### config.mk
export PLATFORM = sky130hd
export DESIGN_NAME = gol_array
export DESIGN_NICKNAME = d
export VERILOG_FILES = /design/src/rtl/gol_pkg.sv /design/src/rtl/gol_next_gen.sv /design/src/rtl/gol_array.sv
export SDC_FILE = /design/constraint.sdc
export NUM_CORES = 1
export LEC_CHECK = 0
export ABC_AREA = 1
export CAP_MARGIN = 5
export CORE_MARGIN = 8
export CORE_UTILIZATION = 35
export CTS_BUF_LIST = sky130_fd_sc_hd__clkbuf_8
export CTS_CLUSTER_DIAMETER = 150
export CTS_CLUSTER_SIZE = 24
export DETAILED_ROUTE_END_ITERATION = 7
export DONT_BUFFER_PORTS = 1
export GPL_TIMING_DRIVEN = 0
export SLEW_MARGIN = 20
export SYNTH_ARGS = -nofsm -noshare
export SYNTH_HDL_FRONTEND = slang
export SYNTH_HIERARCHICAL = 1
export SYNTH_SLANG_ARGS = --single-unit
export TNS_END_PERCENT = 30
### constraint.sdc
create_clock -name clk -period 4.19 [get_ports clk]
set_input_delay 0.838 -clock clk [delete_from_list [all_inputs] [get_ports clk]]
set_output_delay 0.838 -clock clk [all_outputs]
set_load 0.05 [all_outputs]
### src/rtl/gol_pkg.sv
// Shared types and helpers for the Game of Life array engine.
package gol_pkg;

  // Sequencing states of the array controller.
  typedef enum logic [1:0] {
    IDLE   = 2'd0,
    RUN    = 2'd1,
    HALTED = 2'd2
  } gol_state_e;

  // Birth on exactly three neighbours, survival on two or three.
  function automatic logic gol_rule(input logic [3:0] n, input logic cur);
    return (n == 4'd3) || ((n == 4'd2) && cur);
  endfunction

  // Live-neighbour count of the eight surrounding cells.
  function automatic logic [3:0] gol_popcount8(input logic [7:0] v);
    logic [3:0] s;
    s = '0;
    for (int i = 0; i < 8; i++) begin
      s = s + {3'b000, v[i]};
    end
    return s;
  endfunction

  // Flat index of the neighbour at (r+dr, c+dc). With wrap set, off-grid
  // coordinates fold around the torus; without it they yield -1.
  function automatic int gol_nbr_idx(input int r, input int c,
                                     input int dr, input int dc,
                                     input int width, input int height,
                                     input logic wrap);
    int rr;
    int cc;
    int res;
    rr = r + dr;
    cc = c + dc;
    if ((rr < 0) || (rr >= height) || (cc < 0) || (cc >= width)) begin
      if (wrap) begin
        rr  = (rr + height) % height;
        cc  = (cc + width) % width;
        res = rr * width + cc;
      end else begin
        res = -1;
      end
    end else begin
      res = rr * width + cc;
    end
    return res;
  endfunction

endpackage

### src/rtl/gol_next_gen.sv
// Combinational next-generation calculator for a WIDTH x HEIGHT grid.
// Each cell gathers its eight neighbours (edge neighbours are gated by the
// boundary mode) and applies the life rule.
module gol_next_gen
  import gol_pkg::*;
#(
  parameter int WIDTH  = 10,
  parameter int HEIGHT = 10
) (
  input  logic [WIDTH*HEIGHT-1:0] i_cur,
  input  logic                    i_wrap_mode,
  output logic [WIDTH*HEIGHT-1:0] o_next
);

  for (genvar r = 0; r < HEIGHT; r++) begin : g_row
    for (genvar c = 0; c < WIDTH; c++) begin : g_col
      logic [7:0] w_nb;

      // k walks the 3x3 window in raster order, skipping the centre.
      for (genvar k = 0; k < 8; k++) begin : g_nb
        localparam int DR = (k < 3) ? -1 : ((k < 5) ? 0 : 1);
        localparam int DC = ((k == 0) || (k == 3) || (k == 5)) ? -1 :
                            (((k == 1) || (k == 6)) ? 0 : 1);
        localparam int WI = gol_nbr_idx(r, c, DR, DC, WIDTH, HEIGHT, 1'b1);
        localparam int BI = gol_nbr_idx(r, c, DR, DC, WIDTH, HEIGHT, 1'b0);

        if (BI >= 0) begin : g_inside
          assign w_nb[k] = i_cur[WI];
        end else begin : g_edge
          // Off-grid neighbour: only visible when the grid is a torus.
          assign w_nb[k] = i_wrap_mode & i_cur[WI];
        end
      end

      assign o_next[r*WIDTH+c] = gol_rule(gol_popcount8(w_nb), i_cur[r*WIDTH+c]);
    end
  end

endmodule

### src/rtl/gol_array.sv
// Game of Life engine: cell register, run/step/halt controller, generation
// counter and stable/extinct flags. The display reads cells directly.
//
// Control contract: load has priority over run/step; step is a one-cycle
// pulse honoured only in IDLE; run is a level honoured in IDLE and RUN.
// HALTED is left only through load or reset.
module gol_array
  import gol_pkg::*;
#(
  parameter int WIDTH  = 10,
  parameter int HEIGHT = 10,
  parameter int GEN_W  = 16
) (
  input  logic                    clk,
  input  logic                    rst,
  input  logic                    load,
  input  logic [WIDTH*HEIGHT-1:0] init_cells,
  input  logic                    wrap_mode,
  input  logic                    run,
  input  logic                    step,
  input  logic                    halt_on_stable,
  output logic [WIDTH*HEIGHT-1:0] cells,
  output logic [GEN_W-1:0]        generation,
  output logic                    stable,
  output logic                    extinct,
  output logic                    halted,
  output logic [1:0]              dbg_state
);

  localparam int N = WIDTH * HEIGHT;

  logic [N-1:0]     r_cells;
  logic [GEN_W-1:0] r_gen;
  logic             r_stable;
  logic             r_extinct;
  gol_state_e       r_state;

  logic [N-1:0]     w_next;
  gol_state_e       w_state_nxt;
  logic             w_advance;
  logic             w_same;
  logic             w_zero;

  gol_next_gen #(
    .WIDTH  (WIDTH),
    .HEIGHT (HEIGHT)
  ) u_next_gen (
    .i_cur       (r_cells),
    .i_wrap_mode (wrap_mode),
    .o_next      (w_next)
  );

  assign w_same = (w_next == r_cells);
  assign w_zero = (w_next == '0);

  // Next-state and advance decision; auto-halt is judged on the advance taken this edge.
  always_comb begin
    w_state_nxt = r_state;
    w_advance   = 1'b0;
    case (r_state)
      IDLE: begin
        if (run) begin
          w_advance   = 1'b1;
          w_state_nxt = RUN;
        end else if (step) begin
          w_advance   = 1'b1;
        end
      end
      RUN: begin
        if (run) begin
          w_advance   = 1'b1;
        end else begin
          w_state_nxt = IDLE;
        end
      end
      HALTED: begin
        w_state_nxt = HALTED;
      end
      default: begin
        w_state_nxt = IDLE;
      end
    endcase
    if (w_advance && halt_on_stable && (w_same || w_zero)) begin
      w_state_nxt = HALTED;
    end
  end

  // State, cells, counter and flags; reset beats load, load beats advance.
  always_ff @(posedge clk) begin
    if (!rst) begin
      r_state   <= IDLE;
      r_cells   <= '0;
      r_gen     <= '0;
      r_stable  <= 1'b0;
      r_extinct <= 1'b1;
    end else if (load) begin
      r_state   <= IDLE;
      r_cells   <= init_cells;
      r_gen     <= '0;
      r_stable  <= 1'b0;
      r_extinct <= (init_cells == '0);
    end else begin
      r_state <= w_state_nxt;
      if (w_advance) begin
        r_cells   <= w_next;
        r_stable  <= w_same;
        r_extinct <= w_zero;
        if (!(&r_gen)) begin
          r_gen <= r_gen + GEN_W'(1);
        end
      end
    end
  end

  assign cells      = r_cells;
  assign generation = r_gen;
  assign stable     = r_stable;
  assign extinct    = r_extinct;
  assign halted     = (r_state == HALTED);
  assign dbg_state  = r_state;

endmodule

# --- Word level (Yosys, flattened, before mapping) ---
# Index checks and enable logic that the tools add are counted.
classes:
  add_sub_neg: 701
  eq_ne: 207
  bitwise_logic: 38
  muxes: 12
  reduce_logical: 213
ops:
  columns: ["operator", "n"]
  rows:
  - ["4-bit by 1-bit adder with 4-bit output", 600]
  - ["4-bit by 2-bit equality test with 1-bit output, second input constant", 200]
  - ["1-bit by 1-bit adder with 2-bit output", 100]
  - ["100-bit zero test", 2]
  - ["100-bit two-way mux", 2]
  - ["1-bit logical AND", 102]
  - ["1-bit logical OR", 101]
  - ["100-bit equality test", 1]
  - ["1-bit AND", 36]
  - ["16-bit by 1-bit adder with 16-bit output, second input constant", 1]
  - ["16-bit AND reduction", 1]
  - ["2-bit two-way mux", 3]
  - ["3-bit != test, second input constant", 2]
  - ["2-bit one-hot mux with 3 select lines", 1]
  - ["2-bit AND reduction", 3]
  - ["1-bit two-way mux", 5]
  - ["2-bit != test, second input constant", 2]
  - ["3-bit OR reduction", 1]
  - ["2-bit by 1-bit equality test with 1-bit output, second input constant", 1]
  - ["2-bit equality test, second input constant", 1]
  - ["2-bit zero test", 1]
  - ["1-bit NOT", 2]
  - ["1-bit one-hot mux with 2 select lines", 1]
  - ["2-bit nonzero test", 1]
  - ["2-bit OR reduction", 1]
word_totals:
  register_bits: 120
  output_inout_bits: 121
  in_bits: 107

# --- Logic depth before layout (Yosys ltp) ---
logic_depth:
  depth_word: 16
  ltp_mapped: 25
  depth_no_buf: 25

# --- Hierarchy ---
# The synthesis kept the hierarchy.
modules_own_cells:
  columns: ["module", "area_per_inst_um2", "instances", "seq_area_each_um2", "cells_each"]
  rows:
  - ["gol_next_gen", 17606.9, 1, 0.0, 2147]
  - ["gol_array", 7282.0, 1, 2402.3, 1157]

# --- Worst setup path after synthesis ---
# No wires, ideal clock.
synth_timing:
  path_type: "in2reg"
  from: "input port wrap_mode"
  to: "register r_state[0] (netlist: dbg_state[0])"
  n_path_buf: 2
  t_required_ps: 4077
  cell_stages: 22
  setup_ps: 113
  t_arrival_ps: 4430
  slack_ps: -353
  cell_sequence: "buf_6 -> buf_6 -> nand2_1 -> fa_1 -> inv_1 -> fa_1 -> fa_1 -> ha_1 -> fa_1 -> nand3_1 -> a21oi_1 -> xor2_1 -> nor2_1 -> nand2_1 -> nor2_1 -> nand2_1 -> nor2_1 -> nand3_1 -> nand2_1 -> nand2_1 -> nand2_1 -> nor2_1"
synth_between:
  elab_chain_cells: 15
synth_rtl:
  columns: ["item", "line", "text"]
  rows:
  - ["from (decl)", "gol_array.sv:18", "input logic wrap_mode,"]
  - ["1-bit AND", "gol_next_gen.sv:31", "assign w_nb[k] = i_wrap_mode & i_cur[WI];"]
  - ["1-bit by 1-bit adder with 2-bit output", "gol_pkg.sv:21", "s = s + {3'b000, v[i]};"]
  - ["4-bit by 1-bit adder with 4-bit output (3 in series)", "gol_pkg.sv:21", null]
  - ["4-bit by 1-bit adder with 4-bit output * (3 in series)", "gol_pkg.sv:21", null]
  - ["4-bit by 2-bit equality test with 1-bit output", "gol_pkg.sv:13", "return (n == 4'd3) || ((n == 4'd2) && cur);"]
  - ["1-bit logical AND", "gol_pkg.sv:13", null]
  - ["1-bit logical OR *", "gol_pkg.sv:13", null]
  - ["net w_next[0]", "gol_array.sv:38", "logic [N-1:0] w_next;"]
  - ["100-bit equality test / 100-bit zero test (equally long branches)", "gol_array.sv:53, gol_array.sv:54", null]
  - ["1-bit logical OR *", "gol_array.sv:83", "if (w_advance && halt_on_stable && (w_same || w_zero)) begin"]
  - ["1-bit logical AND *", "gol_array.sv:83", null]
  - ["3-bit OR reduction (no source line) *", null, null]
  - ["to (signal assigned)", "gol_array.sv:103", "r_state <= w_state_nxt;"]
  - ["to (decl)", "gol_array.sv:36", "gol_state_e r_state;"]
# The timed path passes the listed nets; every way through them passes the cells marked *.
# A chain may end at the register's enable or synchronous reset.

# --- Worst setup path after layout ---
layout_timing:
  from: "register r_cells[45] (netlist: cells[45])"
  to: "register r_state[0] (netlist: dbg_state[0])"
layout_between:
  elab_chain_cells: 14
layout_rtl:
  columns: ["item", "line", "text"]
  rows:
  - ["from (decl)", "gol_array.sv:32", "logic [N-1:0] r_cells;"]
  - ["from (signal assigned)", "gol_array.sv:98", "r_cells <= init_cells;"]
  - ["from (signal assigned)", "gol_array.sv:105", "r_cells <= w_next;"]
  - ["1-bit by 1-bit adder with 2-bit output *", "gol_pkg.sv:21", null]
  - ["4-bit by 1-bit adder with 4-bit output * (6 in series)", "gol_pkg.sv:21", null]
  - ["4-bit by 2-bit equality test with 1-bit output", "gol_pkg.sv:13", null]
  - ["1-bit logical AND", "gol_pkg.sv:13", null]
  - ["1-bit logical OR *", "gol_pkg.sv:13", null]
  - ["net w_next[56]", "gol_array.sv:38", null]
  - ["100-bit equality test / 100-bit zero test (equally long branches)", "gol_array.sv:53, gol_array.sv:54", null]
  - ["1-bit logical OR *", "gol_array.sv:83", null]
  - ["1-bit logical AND *", "gol_array.sv:83", null]
  - ["3-bit OR reduction (no source line) *", null, null]
# Marks and branches as above.

==> flow_metrics.py <==
metrics = {
    "cells_and_area": {
        "nFillCells": 7187,
        "nNetsFinal": 4297,
        "finalInstanceArea_um2": 28900,
        "syn2layout_area_growth_pct": 16.0,
        "drive_gt1_share_pct": 14.8,
        "instances_no_fill": 4444,
    },
    "synth": {
        "ys_seq_area_share_pct": 9.65,
        "syn-num-nets": 4112,
        "synth_top_area_cell": "fa_1",
        "netlist_instances": 3304,
        "netlist_area_um2": 24900,
        "synth_seq_cells": 120,
        "avgSynthCellArea_um2": 7.53,
        "async_reset_ff_share_pct": 0,
        "post_synth_num_cell_types": 34,
        "synth_warnings": 6,
        "synth_top_area_share_pct": 32.1,
        "synth-edff-count": 0,
        "synth_area_leaders": "fa_1, ha_1, inv_1",
        "ys_dominant_reg_cell": "dfxtp_1",
    },
    "sta": {
        "setup_tns_ps": -2200,
        "relSlewSlack_pct": 26.6,
        "slew_violations": 0,
        "finalHoldWorstSlack_ps": 387,
        "clock.fmax_mhz": 213,
        "rsz0062_at_grt": "yes",
        "skew_ps": 35.2,
        "final.min_clock_period_ps": 4700,
        "finalHoldViolations": 0,
        "tightest_slew_ps": 1100,
        "post-route-period-util_pct": 112,
        "worst_slack_ps": -512,
        "finalSetupViolCount": 5,
    },
    "routing": {
        "wl_met1_um": 34100,
        "top_layer": "met4",
        "detail_route.first_pass.iterations": 5,
        "final_antenna_net_count": 0,
        "met3WireLength_um": 6050,
        "vias_per_cell": 4.86,
        "wl_um": 84000,
        "dr_wl_met2_um": 40700,
        "drc": 0,
        "vias": 21602,
        "drtIter0Drc": 1232,
        "wl_per_cell_um": 18.9,
    },
    "global_routing": {
        "antenna_found_initial": 2,
        "grt_overflow": 0,
        "grt_pass1_vias": 21366,
        "grt_first_pass_wirelength_um": 128000,
        "track_usage_pct": 21.2,
        "grt_max_degree": 17,
    },
    "placed_design": {
        "dpl-instance-area_um2": 26100,
        "place.gp.congestion": 0.887,
        "place_inst": 4244,
        "portBuffers": 0,
        "dp_hpwl_um": 68000,
    },
    "floorplanning": {
        "fp.dieArea_um2": 79900,
        "die_width_um": 283,
        "io_pins": 228,
        "core_region_area_um2": 70300,
        "die-height_um": 283,
        "floorplan.initialDensity_pct": 35.4,
        "rows": 97,
    },
    "worst_hold_path": {
        "min_path_cells": 2,
        "min_from": "rst",
        "hold_end": "cells[98]",
        "min_path_type": "input pin to register",
    },
    "worst_setup_path": {
        "crit_fanout": 6,
        "worstPathRequired_ps": 4660,
        "path_class": "register to register",
        "r2r_cells": 21,
        "r2r_setup_slack_ps": -510,
        "rr_startpoint": "cells[45]",
        "critPathCaptureType": "register",
        "r2r-end": "dbg_state[0]",
        "worstPathArrival_ps": 5180,
        "startpoint_type": "register",
    },
    "clock_network": {
        "cts_tree": "yes",
        "htreeDepth": 4,
        "hold_buffers": 0,
        "ctsRootBufferMaster": "clkbuf_8",
        "insertion_delay_ps": 590,
        "cts_made_buffers": 17,
        "cts.sinks": 120,
        "path_clk_slew_ps": 100,
        "clock_path_buffers": 2,
    },
    "status": {
        "outcome": "complete, but fails checks",
        "violations": "negative setup slack",
    },
    "flow_run": {
        "maxCapViolCount": 0,
    },
}
-- synthesized netlist by cell type, types with 32 or more instances --
| library cell | instances |
|---|---|
| a21oi_1 | 241 |
| nor4_1 | 32 |
| inv_1 | 928 |
| fa_1 | 399 |
| nor2_1 | 159 |
| a31oi_1 | 36 |
| dfxtp_1 | 120 |
| o21ai_0 | 110 |
| nand2_1 | 583 |
| ha_1 | 302 |
| xor2_1 | 51 |
| nand3_1 | 221 |
-- state kept, by name, indices dropped and copies added (netlist names) --
signal	cells
cells	100
generation	16
dbg_state	2
extinct	1
stable	1
-- metrics by stage --
stage	setup slack (ps)	utilization (%)
after floorplan	-186	-
after global placement	-1750	37.2
after detailed placement	-1760	37.2
after CTS	-525	40.4
after global routing	-708	41.1
final	-512	41.1
-- critical path, cell delays in order (launching register included) --
cell and delay, ps:
dfxtp_4 510, clkinvlp_4 190, buf_4 160, fa_1 550
fa_1 430, fa_1 490, inv_1 40, ha_1 200
fa_1 480, nand3_1 80, a21oi_1 330, xor2_1 110
nor2_1 130, nand2_1 110, nor2_1 110, nand2_1 150
nor2_4 200, nand3_2 110, nand2_2 70, nand2_2 70
nand2_1 60, nor2_1 30
-- per-layer routing --
| layer | GRT usage (%) | up-vias |
|---|---|---|
| met5 | 0 | - |
| met3 | 5.20 | 121 |
| met1 | 25.6 | 10416 |
| met4 | 8.07 | 0 |
| li1 | - | 10459 |
| met2 | 36.1 | 606 |
-- placed cells by master, fill, tap and decap left out, drive strengths merged, types with 32 or more instances in the layout --
cell type,count
fa,399
nand2,587
nor4,32
inv,868
clkbuf,48
buf,194
nand3,223
xor2,51
o21ai,112
a31oi,36
nor2,162
clkinvlp,76
dfxtp,120
a21oi,241
ha,302
-- worst max-delay path by stage --
| stage | slack (ps) | start | end | cells after the start |
|---|---|---|---|---|
| floorplan | -190 | wrap_mode | dbg_state[0] | 24 |
| global placement | -1750 | cells[85] | dbg_state[0] | 21 |
| detailed placement | -1760 | cells[82] | dbg_state[0] | 21 |
| CTS | -520 | cells[18] | dbg_state[0] | 23 |
| global route | -710 | cells[30] | dbg_state[0] | 23 |
| finish | -510 | cells[45] | dbg_state[0] | 21 |
-- area by class of cell --
type                            count  area [um2]  area share (%)
Tap cell                          940        1180            4.07
Timing Repair Buffer              166        1250            4.34
Buffer                             59         284           0.984
Multi-Input combinational cell   2193       19200            66.6
Sequential cell                   120        2770            9.59
Antenna cell                        2        5.00          0.0173
Inverter                          932        3770            13.1
Clock inverter                     15         153           0.529
Clock buffer                       17         234           0.811
-- cells by family (layout without fill, tap and decap cells) --
logic type               count (synthesis)  after routing  share of synthesized area, %
AND/OR/NAND/NOR                       1035           1035                          17.5
buffers and inverters                  991           1189                          15.2
adder cells (fa/ha/maj)                701            701                          47.3
AO/OA/AOI/OAI                          393            393                          8.14
flip-flops                             120            120                          9.65
XOR/XNOR                                64             64                          2.25
other                                    0              2                             0
-- timing repair --
action                                  in CTS  in global routing
endpoints found under the setup margin     103                 11
resized for setup                          298                 64
pin swaps                                   15                 14
buffers inserted                           140                 26
Power is not shown: default switching activity piles up to over one toggle a cycle in this logic, so the estimate is an artifact.
